<file path="src/rtl/cdb_pkg.sv">
// Shared constants for the common-data-bus arbiter: default widths and
// the completing functional-unit indices.
package cdb_pkg;

    localparam int NUM_REQ_DEF = 3;
    localparam int TAG_W_DEF   = 6;
    localparam int DATA_W_DEF  = 32;

    typedef enum logic [1:0] {
        ALU = 2'd0,
        MUL = 2'd1,
        LSU = 2'd2
    } unit_e;

    // A single requester still needs a 1-bit pointer so vectors stay legal.
    function automatic int ptrWidth(input int n);
        return (n > 1) ? $clog2(n) : 1;
    endfunction

endpackage

</file>
<file path="src/rtl/rr_arbiter.sv">
// Combinational round-robin selector: scans from ptr_i upward, wrapping at
// NUM_REQ-1, and returns a one-hot grant for the first active request.
module rr_arbiter
    import cdb_pkg::*;
#(
    parameter int NUM_REQ = NUM_REQ_DEF,
    parameter int PTR_W   = ptrWidth(NUM_REQ)
) (
    input  logic [NUM_REQ-1:0] req_i,
    input  logic [PTR_W-1:0]   ptr_i,
    output logic [NUM_REQ-1:0] gnt_o
);

    logic [PTR_W:0]   sum;
    logic [PTR_W-1:0] idx;
    logic             found;

    // The extra sum bit holds ptr+k before the single wrap subtraction.
    always_comb begin
        gnt_o = '0;
        found = 1'b0;
        sum   = '0;
        idx   = '0;
        for (int k = 0; k < NUM_REQ; k++) begin
            sum = {1'b0, ptr_i} + (PTR_W + 1)'(k);
            if (sum >= (PTR_W + 1)'(NUM_REQ)) begin
                sum = sum - (PTR_W + 1)'(NUM_REQ);
            end
            idx = sum[PTR_W-1:0];
            if (!found && req_i[idx]) begin
                gnt_o[idx] = 1'b1;
                found      = 1'b1;
            end
        end
    end

endmodule

</file>
<file path="src/rtl/cdb_arbiter.sv">
// Common-data-bus arbiter: grants one completing unit per cycle in
// round-robin order and registers the winner's result onto the CDB.
module cdb_arbiter
    import cdb_pkg::*;
#(
    parameter int NUM_REQ = NUM_REQ_DEF,
    parameter int TAG_W   = TAG_W_DEF,
    parameter int DATA_W  = DATA_W_DEF
) (
    input  logic                      clk,
    input  logic                      rst,
    input  logic                      flush,
    input  logic [NUM_REQ-1:0]        req_valid,
    input  logic [NUM_REQ*TAG_W-1:0]  req_tag,
    input  logic [NUM_REQ*DATA_W-1:0] req_data,
    input  logic [NUM_REQ-1:0]        req_regdest,
    output logic [NUM_REQ-1:0]        req_ready,
    output logic                      cdb_valid,
    output logic [TAG_W-1:0]          cdb_tag,
    output logic [DATA_W-1:0]         cdb_data,
    output logic                      cdb_regdest
);

    localparam int PTR_W = ptrWidth(NUM_REQ);

    logic [PTR_W-1:0]   ptr_q, ptr_d;
    logic               cdbValid_q, cdbValid_d;
    logic               cdbRegdest_q, cdbRegdest_d;
    logic [TAG_W-1:0]   cdbTag_q, cdbTag_d;
    logic [DATA_W-1:0]  cdbData_q, cdbData_d;

    logic [NUM_REQ-1:0] arbGnt;
    logic [NUM_REQ-1:0] grant;
    logic [PTR_W-1:0]   winIdx;
    logic [TAG_W-1:0]   winTag;
    logic [DATA_W-1:0]  winData;
    logic               winRegdest;

    rr_arbiter #(
        .NUM_REQ (NUM_REQ),
        .PTR_W   (PTR_W)
    ) u_rr (
        .req_i (req_valid),
        .ptr_i (ptr_q),
        .gnt_o (arbGnt)
    );

    // Gating here keeps a flush or a held reset from completing any handshake.
    always_comb begin
        grant = (flush || !rst) ? '0 : arbGnt;
    end

    assign req_ready = grant;

    always_comb begin
        winIdx     = '0;
        winTag     = '0;
        winData    = '0;
        winRegdest = 1'b0;
        for (int i = 0; i < NUM_REQ; i++) begin
            if (grant[i]) begin
                winIdx     = PTR_W'(i);
                winTag     = req_tag[i*TAG_W +: TAG_W];
                winData    = req_data[i*DATA_W +: DATA_W];
                winRegdest = req_regdest[i];
            end
        end
    end

    // Tag and data hold when idle; only valid and the write enable drop.
    always_comb begin
        ptr_d        = ptr_q;
        cdbValid_d   = 1'b0;
        cdbRegdest_d = 1'b0;
        cdbTag_d     = cdbTag_q;
        cdbData_d    = cdbData_q;
        if (|grant) begin
            ptr_d        = (winIdx == PTR_W'(NUM_REQ - 1)) ? '0 : winIdx + PTR_W'(1);
            cdbValid_d   = 1'b1;
            cdbRegdest_d = winRegdest;
            cdbTag_d     = winTag;
            cdbData_d    = winData;
        end
    end

    always_ff @(posedge clk or negedge rst) begin
        if (!rst) begin
            ptr_q        <= '0;
            cdbValid_q   <= 1'b0;
            cdbRegdest_q <= 1'b0;
            cdbTag_q     <= '0;
            cdbData_q    <= '0;
        end else begin
            ptr_q        <= ptr_d;
            cdbValid_q   <= cdbValid_d;
            cdbRegdest_q <= cdbRegdest_d;
            cdbTag_q     <= cdbTag_d;
            cdbData_q    <= cdbData_d;
        end
    end

    assign cdb_valid   = cdbValid_q;
    assign cdb_regdest = cdbRegdest_q;
    assign cdb_tag     = cdbTag_q;
    assign cdb_data    = cdbData_q;

endmodule

</file>
<file path="config.mk">
export PLATFORM = sky130hd
export DESIGN_NAME = cdb_arbiter
export DESIGN_NICKNAME = d
export VERILOG_FILES = /design/src/rtl/cdb_pkg.sv /design/src/rtl/rr_arbiter.sv /design/src/rtl/cdb_arbiter.sv
export SDC_FILE = /design/constraint.sdc
export NUM_CORES = 1
export LEC_CHECK = 0
export BUFFER_PORTS_ARGS = -buffer_cell sky130_fd_sc_hd__buf_2
export CAP_MARGIN = 20
export CORE_UTILIZATION = 45
export CTS_CLUSTER_SIZE = 10
export DETAILED_ROUTE_END_ITERATION = 8
export GPL_ROUTABILITY_DRIVEN = 0
export PLACE_DENSITY = 0.86
export SLEW_MARGIN = 20
export SYNTH_ARGS = -nofsm -noshare
export SYNTH_HDL_FRONTEND = slang
export SYNTH_HIERARCHICAL = 1
export SYNTH_SLANG_ARGS = --single-unit
</file>
<file path="constraint.sdc">
create_clock -name clk -period 3.1 [get_ports clk]
set_clock_uncertainty 0.15 [all_clocks]
set_input_delay 0.155 -clock clk [delete_from_list [all_inputs] [get_ports clk]]
set_output_delay 0.155 -clock clk [all_outputs]
set_load 0.02 [all_outputs]
</file>
# --- Word level (Yosys, flattened, before mapping) ---
# Index checks and enable logic that the tools add are counted.
classes:
  addsub: 6
  order_cmp: 9
  n_eq_ne: 1
  muxes: 35
  bitwise_logic: 2
  n_reduce_logical: 10
op_table:
  columns: ["operator", "count"]
  rows:
  - ["two-way mux 32 bit", 3]
  - ["two-way mux 6 bit", 3]
  - ["two-way mux 1 bit", 14]
  - ["two-way mux 3 bit", 4]
  - ["two-way mux 2 bit", 5]
  - ["< comparator 2 x 3 -> 1 bit (second input constant)", 3]
  - ["binary-select mux 1 bit (select 2 bit)", 3]
  - ["demux 1 bit (select 2 bit)", 3]
  - ["greater-or-equal comparator 2 x 1 -> 1 bit (second input constant)", 3]
  - ["greater-or-equal comparator 3 x 2 -> 1 bit (second input constant)", 2]
  - ["bitwise OR 3 bit", 2]
  - ["subtractor 2 bit (second input constant)", 3]
  - ["logical AND 1 bit", 5]
  - ["adder 2 x 1 -> 3 bit (second input constant)", 1]
  - ["adder 2 x 2 -> 3 bit (second input constant)", 1]
  - ["zero test 1 bit", 3]
  - ["OR reduction 3 bit", 1]
  - ["adder 2 x 1 -> 2 bit (second input constant)", 1]
  - ["equality test 2 bit (second input constant)", 1]
  - ["greater-or-equal comparator 2 bit (second input constant)", 1]
  - ["logical OR 1 bit", 1]
totals:
  reg_bits: 42
  inputBits: 123
  out_inout_bits: 43
  elab_cells: 68

# --- Longest topological paths before layout ---
depth:
  word_depth: 16
  depth_mapped: 13
  ltp_nobuf: 9

# --- Modules after synthesis ---
# Netlist, hierarchy kept.
modules_own_cells:
  columns: ["module", "instances", "cells_each", "area_per_inst_um2", "seq_area_each_um2"]
  rows:
  - ["cdb_arbiter", 1, 284, 2627.5, 1051.0]
  - ["rr_arbiter", 1, 36, 272.8, 0.0]

# --- Least setup slack after synthesis ---
# OpenSTA, ideal clock, no wires.
synth_path:
  path_type: "flip-flop to flip-flop"
  startpoint: "register ptr_q[1]"
  endpoint: "register cdbData_q[0], in the netlist cdb_data[0]"
  setup_time_ns: 0.139
  t_arrival_ns: 2.400
  required_ns: 2.811
  setup_slack_ns: 0.411
  path_stages_with_launch: 13
  path_buffers: 3
  period_less_slack_ns: 2.689
  cell_sequence: "dfrtp_1 inv_1 ha_1 buf_6 mux2i_1 o22ai_1 nor4bb_1 o31a_1 or3_4 buf_2 buf_2 a21oi_1 a41oi_2"
synth_between:
  word_cells_on_any_way: 48
  cone_classes: "add/sub: 5; order compare: 9; mux: 24; bitwise: 2; reduce/logical: 8"
synth_rtl:
  columns: ["item", "line_no", "text"]
  rows:
  - ["start: declaration", "cdb_arbiter.sv:26", "logic [PTR_W-1:0] ptr_q, ptr_d;"]
  - ["start signal: assignment", "cdb_arbiter.sv:94", "ptr_q <= ptr_d;"]
  - ["adder 2 x 1 -> 3 bit, or another cell as far along", "rr_arbiter.sv:25", "sum = {1'b0, ptr_i} + (PTR_W + 1)'(k);"]
  - ["greater-or-equal comparator 3 x 2 -> 1 bit, or another cell as far along", "rr_arbiter.sv:26", "if (sum >= (PTR_W + 1)'(NUM_REQ)) begin"]
  - ["two-way mux 2 bit, or another cell as far along", "rr_arbiter.sv:26", null]
  - ["< comparator 2 x 3 -> 1 bit (not written as such), or another cell as far along", "rr_arbiter.sv:31", "gnt_o[idx] = 1'b1;"]
  - ["logical AND 1 bit (not written as such), or another cell as far along", "rr_arbiter.sv:31", null]
  - ["two-way mux 1 bit (not written as such), or another cell as far along", "rr_arbiter.sv:31", null]
  - ["demux 1 bit (select 2 bit), or another cell as far along", null, null]
  - ["bitwise OR 3 bit (no line) / two-way mux 1 bit (equally long branches)", null, null]
  - ["two-way mux 3 bit / zero test 1 bit (equally long branches)", "rr_arbiter.sv:30", "if (!found && req_i[idx]) begin"]
  - ["bitwise OR 3 bit (no line) / logical AND 1 bit (equally long branches)", null, null]
  - ["two-way mux 3 bit (*)", "rr_arbiter.sv:30", null]
  - ["via arbGnt[1]", "cdb_arbiter.sv:32", "logic [NUM_REQ-1:0] arbGnt;"]
  - ["two-way mux 3 bit (*)", "cdb_arbiter.sv:50", "grant = (flush || !rst) ? '0 : arbGnt;"]
  - ["two-way mux 32 bit (2 in a row)", "cdb_arbiter.sv:61", "if (grant[i]) begin"]
  - ["end signal: assignment", "cdb_arbiter.sv:98", "cdbData_q <= cdbData_d;"]
  - ["end: declaration", "cdb_arbiter.sv:30", "logic [DATA_W-1:0] cdbData_q, cdbData_d;"]
# Mark *: on every way through the listed nets, which the timed path passes. The rest lies on a longest branch. The select of a mux whose other input is x is not followed.
# A chain may end at the register's enable or synchronous reset.

# --- Worst setup path in the final report ---
layout_path:
  startpoint: "register ptr_q[0]"
  endpoint: "register cdbData_q[6], in the netlist cdb_data[6]"
# Same word-level chain as after synthesis.

==> results.json <==
{
  "outcome": "finished clean",
  "grt_pass1_wl_um": 13800,
  "postRouteAntennaNets": 0,
  "dp.cells": 534,
  "cts_sinks": 42,
  "coreArea_um2": 6060,
  "clock_latency_ns": 0.29,
  "worst_slew_pin_slew_ns": 0.565,
  "start_util_pct": 47.9,
  "yosys_register_bits": 42,
  "drt_iter0_markers": 216,
  "path_max_fanout": 14,
  "hold_path_class": "in2reg",
  "drive_gt1_share_pct": 48.4,
  "synth_area_um2": 2900,
  "yosysSeqAreaShare_pct": 36.2,
  "diodes": 0,
  "critPathRequiredTime_ns": 3.16,
  "r2r_end": "cdb_data[6]",
  "cp.arrival_ns": 3.12,
  "synth_top_cell_area_share_pct": 36.2,
  "power.density_nw_per_um2": 1050,
  "totalNegativeSetupSlack_ns": 0,
  "cts.htree.levels": 2,
  "dp_hpwl_um": 6080,
  "die_height_um": 82.3,
  "grt_antenna_before_repair": 0,
  "yosys.area.top_type": "dfrtp_1",
  "period_minus_slack_ns": 3.06,
  "grt-busiest-layer": "met2",
  "yosys-top-cells-area": "dfrtp_1 36%, a41oi_2 20%, nand2_1 9.7%",
  "drt_wl_total_um": 9800,
  "max_cap_violations": 0,
  "fin_ws_ns": 0.0410,
  "grt-ovfl-total": 0,
  "nNetsFinal": 601,
  "globalRouteMet2Util_pct": 48.8,
  "reg2reg_from": "ptr_q[0]",
  "drt_pass1_iterations": 4,
  "rows": 28,
  "grt_max_degree": 44,
  "period_share_pct": 98.7,
  "synth_most_common_cell": "nand2_1",
  "yosys_warnings": 6,
  "root_buffer": "clkbuf_8",
  "worstSetupStartpointType": "flop",
  "vias_per_cell": 5.94,
  "synth_area_per_cell_um2": 9.06,
  "dieWidth_um": 82.3,
  "endpoint": "cdb_data[6]",
  "cts_buffer_depth": 2,
  "max-vdd-ir-drop_mv": 0.992,
  "leakage_nw": 1.64,
  "port_buffers": 165,
  "rr_worst_depth": 11,
  "grt_usage_pct": 26.8,
  "grt_pass1_vias": 3039,
  "fmax_mhz": 327,
  "synth_cells": 320,
  "pre_cts_slack_ns": -0.0476,
  "cts_tree": "yes",
  "synth_common_cells": "75 x nand2_1, 42 x dfrtp_1, 42 x o21ai_0",
  "path_clk_slew_ns": 0.08,
  "num_vias": 3265,
  "fin_cells": 550,
  "area_growth_pct": 36.9,
  "maxSlewHeadroom_pct": 62.3,
  "hold_viol": 0,
  "crit_start": "ptr_q[0]",
  "reg2reg_slack_ns": 0.04,
  "numCtsBuffers": 5,
  "fillers": 495,
  "dieArea_um2": 6770,
  "gr-usage-met1_pct": 31.1,
  "io_pins": 166,
  "critPathCaptureType": "flop",
  "synth_cell_types": 33,
  "critPathKind": "reg2reg",
  "synth_nets": 447,
  "synthFlopType": "dfrtp_1",
  "finalSetupViolCount": 0,
  "slew_viol_final": 0,
  "utilization_pct": 65.5,
  "grt_use_met3_pct": 4.84,
  "wl_per_cell_um": 17.8,
  "synth_edf_count": 0,
  "synth-async-reset-ratio_pct": 100,
  "timing.hold.ws_ns": 0.00765,
  "drcViolationCount": 0
}
placed cells by master (no fill, tap or decap), types with 2 or more instances in the layout:
| master | count |
|---|---|
| clkbuf_8 | 5 |
| buf_8 | 2 |
| dfrtp_1 | 41 |
| clkbuf_1 | 2 |
| dlygate4sd3_1 | 4 |
| ha_4 | 2 |
| buf_2 | 165 |
| nand3b_1 | 5 |
| inv_1 | 4 |
| and2_2 | 2 |
| mux2i_1 | 4 |
| ha_1 | 2 |
| nand2_1 | 75 |
| and4bb_2 | 2 |
| o211ai_1 | 5 |
| a21o_1 | 3 |
| a41oi_2 | 35 |
| nand2b_1 | 2 |
| o21ai_0 | 42 |
| nor2b_1 | 2 |
| and2_4 | 2 |
| a21oi_1 | 40 |
| and2_1 | 3 |
| a31oi_1 | 3 |
| buf_4 | 6 |
registers in the layout (all words and copies together), names as in the netlist:
signal	count
cdb_regdest	1
cdb_valid	1
cdb_tag	6
ptr_q	2
cdb_data	32
metrics by stage:
stage          total power, mW  instance area (um^2)
5_1_grt                   4.43                  3970
3_5_place_dp              3.46                  3720
6_report                  4.19                  3970
4_1_cts                   3.99                  3890
3_3_place_gp              3.38                  3720
2_1_floorplan             2.77                  2900
critical path, cell delays in order, from the launching register on:
cell and delay, ns:
dfrtp_2 0.45, inv_1 0.14, ha_4 0.26, a22oi_1 0.26, o22ai_2 0.15, nor4bb_2 0.32, o31a_1 0.26, buf_4 0.18
and4bb_2 0.29, buf_4 0.23, nand2_1 0.11, a41oi_2 0.19
where the power goes:
group,internal (mW),switching [mW]
clock,0.241,0.193
combinational,1.01,1.77
sequential,0.816,0.155
cell families after synthesis:
logic type | Yosys count | share of synthesized area [%]
compound gates | 136 | 38.6
mux | 4 | 1.38
fa+ha+maj | 4 | 1.73
flops | 42 | 36.2
simple gates | 95 | 14.9
buf+inv | 39 | 7.16
routing by layer:
metal / wire, um / share of wire [%] / vias up
met1: 4010 / 41 / 1582
met4: 102 / 1.0 / 0
met5: 0 / 0 / -
met3: 708 / 7.2 / 12
li1: - / - / 1479
met2: 4980 / 51 / 192
timing repair:
item,in CTS,in global routing
buffers inserted,0,1
pin swaps,0,3
endpoints found under the setup margin,40,40
hold buffers,4,0
hold endpoints to repair,45,0
gates cloned,1,2
resized for setup,5,11
cell type report:
cell class / instances / area (um^2) / area share (%)
clock buffers: 7 / 76.3 / 1.92
multi-input cells: 242 / 1720 / 43.3
repair buffers: 179 / 986 / 24.8
inverters: 4 / 15.0 / 0.378
clock inverters: 1 / 30.0 / 0.756
flip-flops and latches: 42 / 1050 / 26.5
well taps: 75 / 93.8 / 2.36
worst min path at each step:
stage                 start           end  slack (ns)  cells past startpoint
6_report         req_tag[9]    cdb_tag[3]       0.008                      3
3_5_place_dp            rst  cdb_data[20]        0.17                      2
3_3_place_gp            rst  cdb_data[20]        0.15                      2
5_1_grt        req_data[88]  cdb_data[24]       0.007                      3
4_1_cts        req_data[61]  cdb_data[29]       0.004                      3
2_1_floorplan           rst   cdb_data[0]       -0.29                      0
No activity file was read; power rests on OpenSTA's default activity.
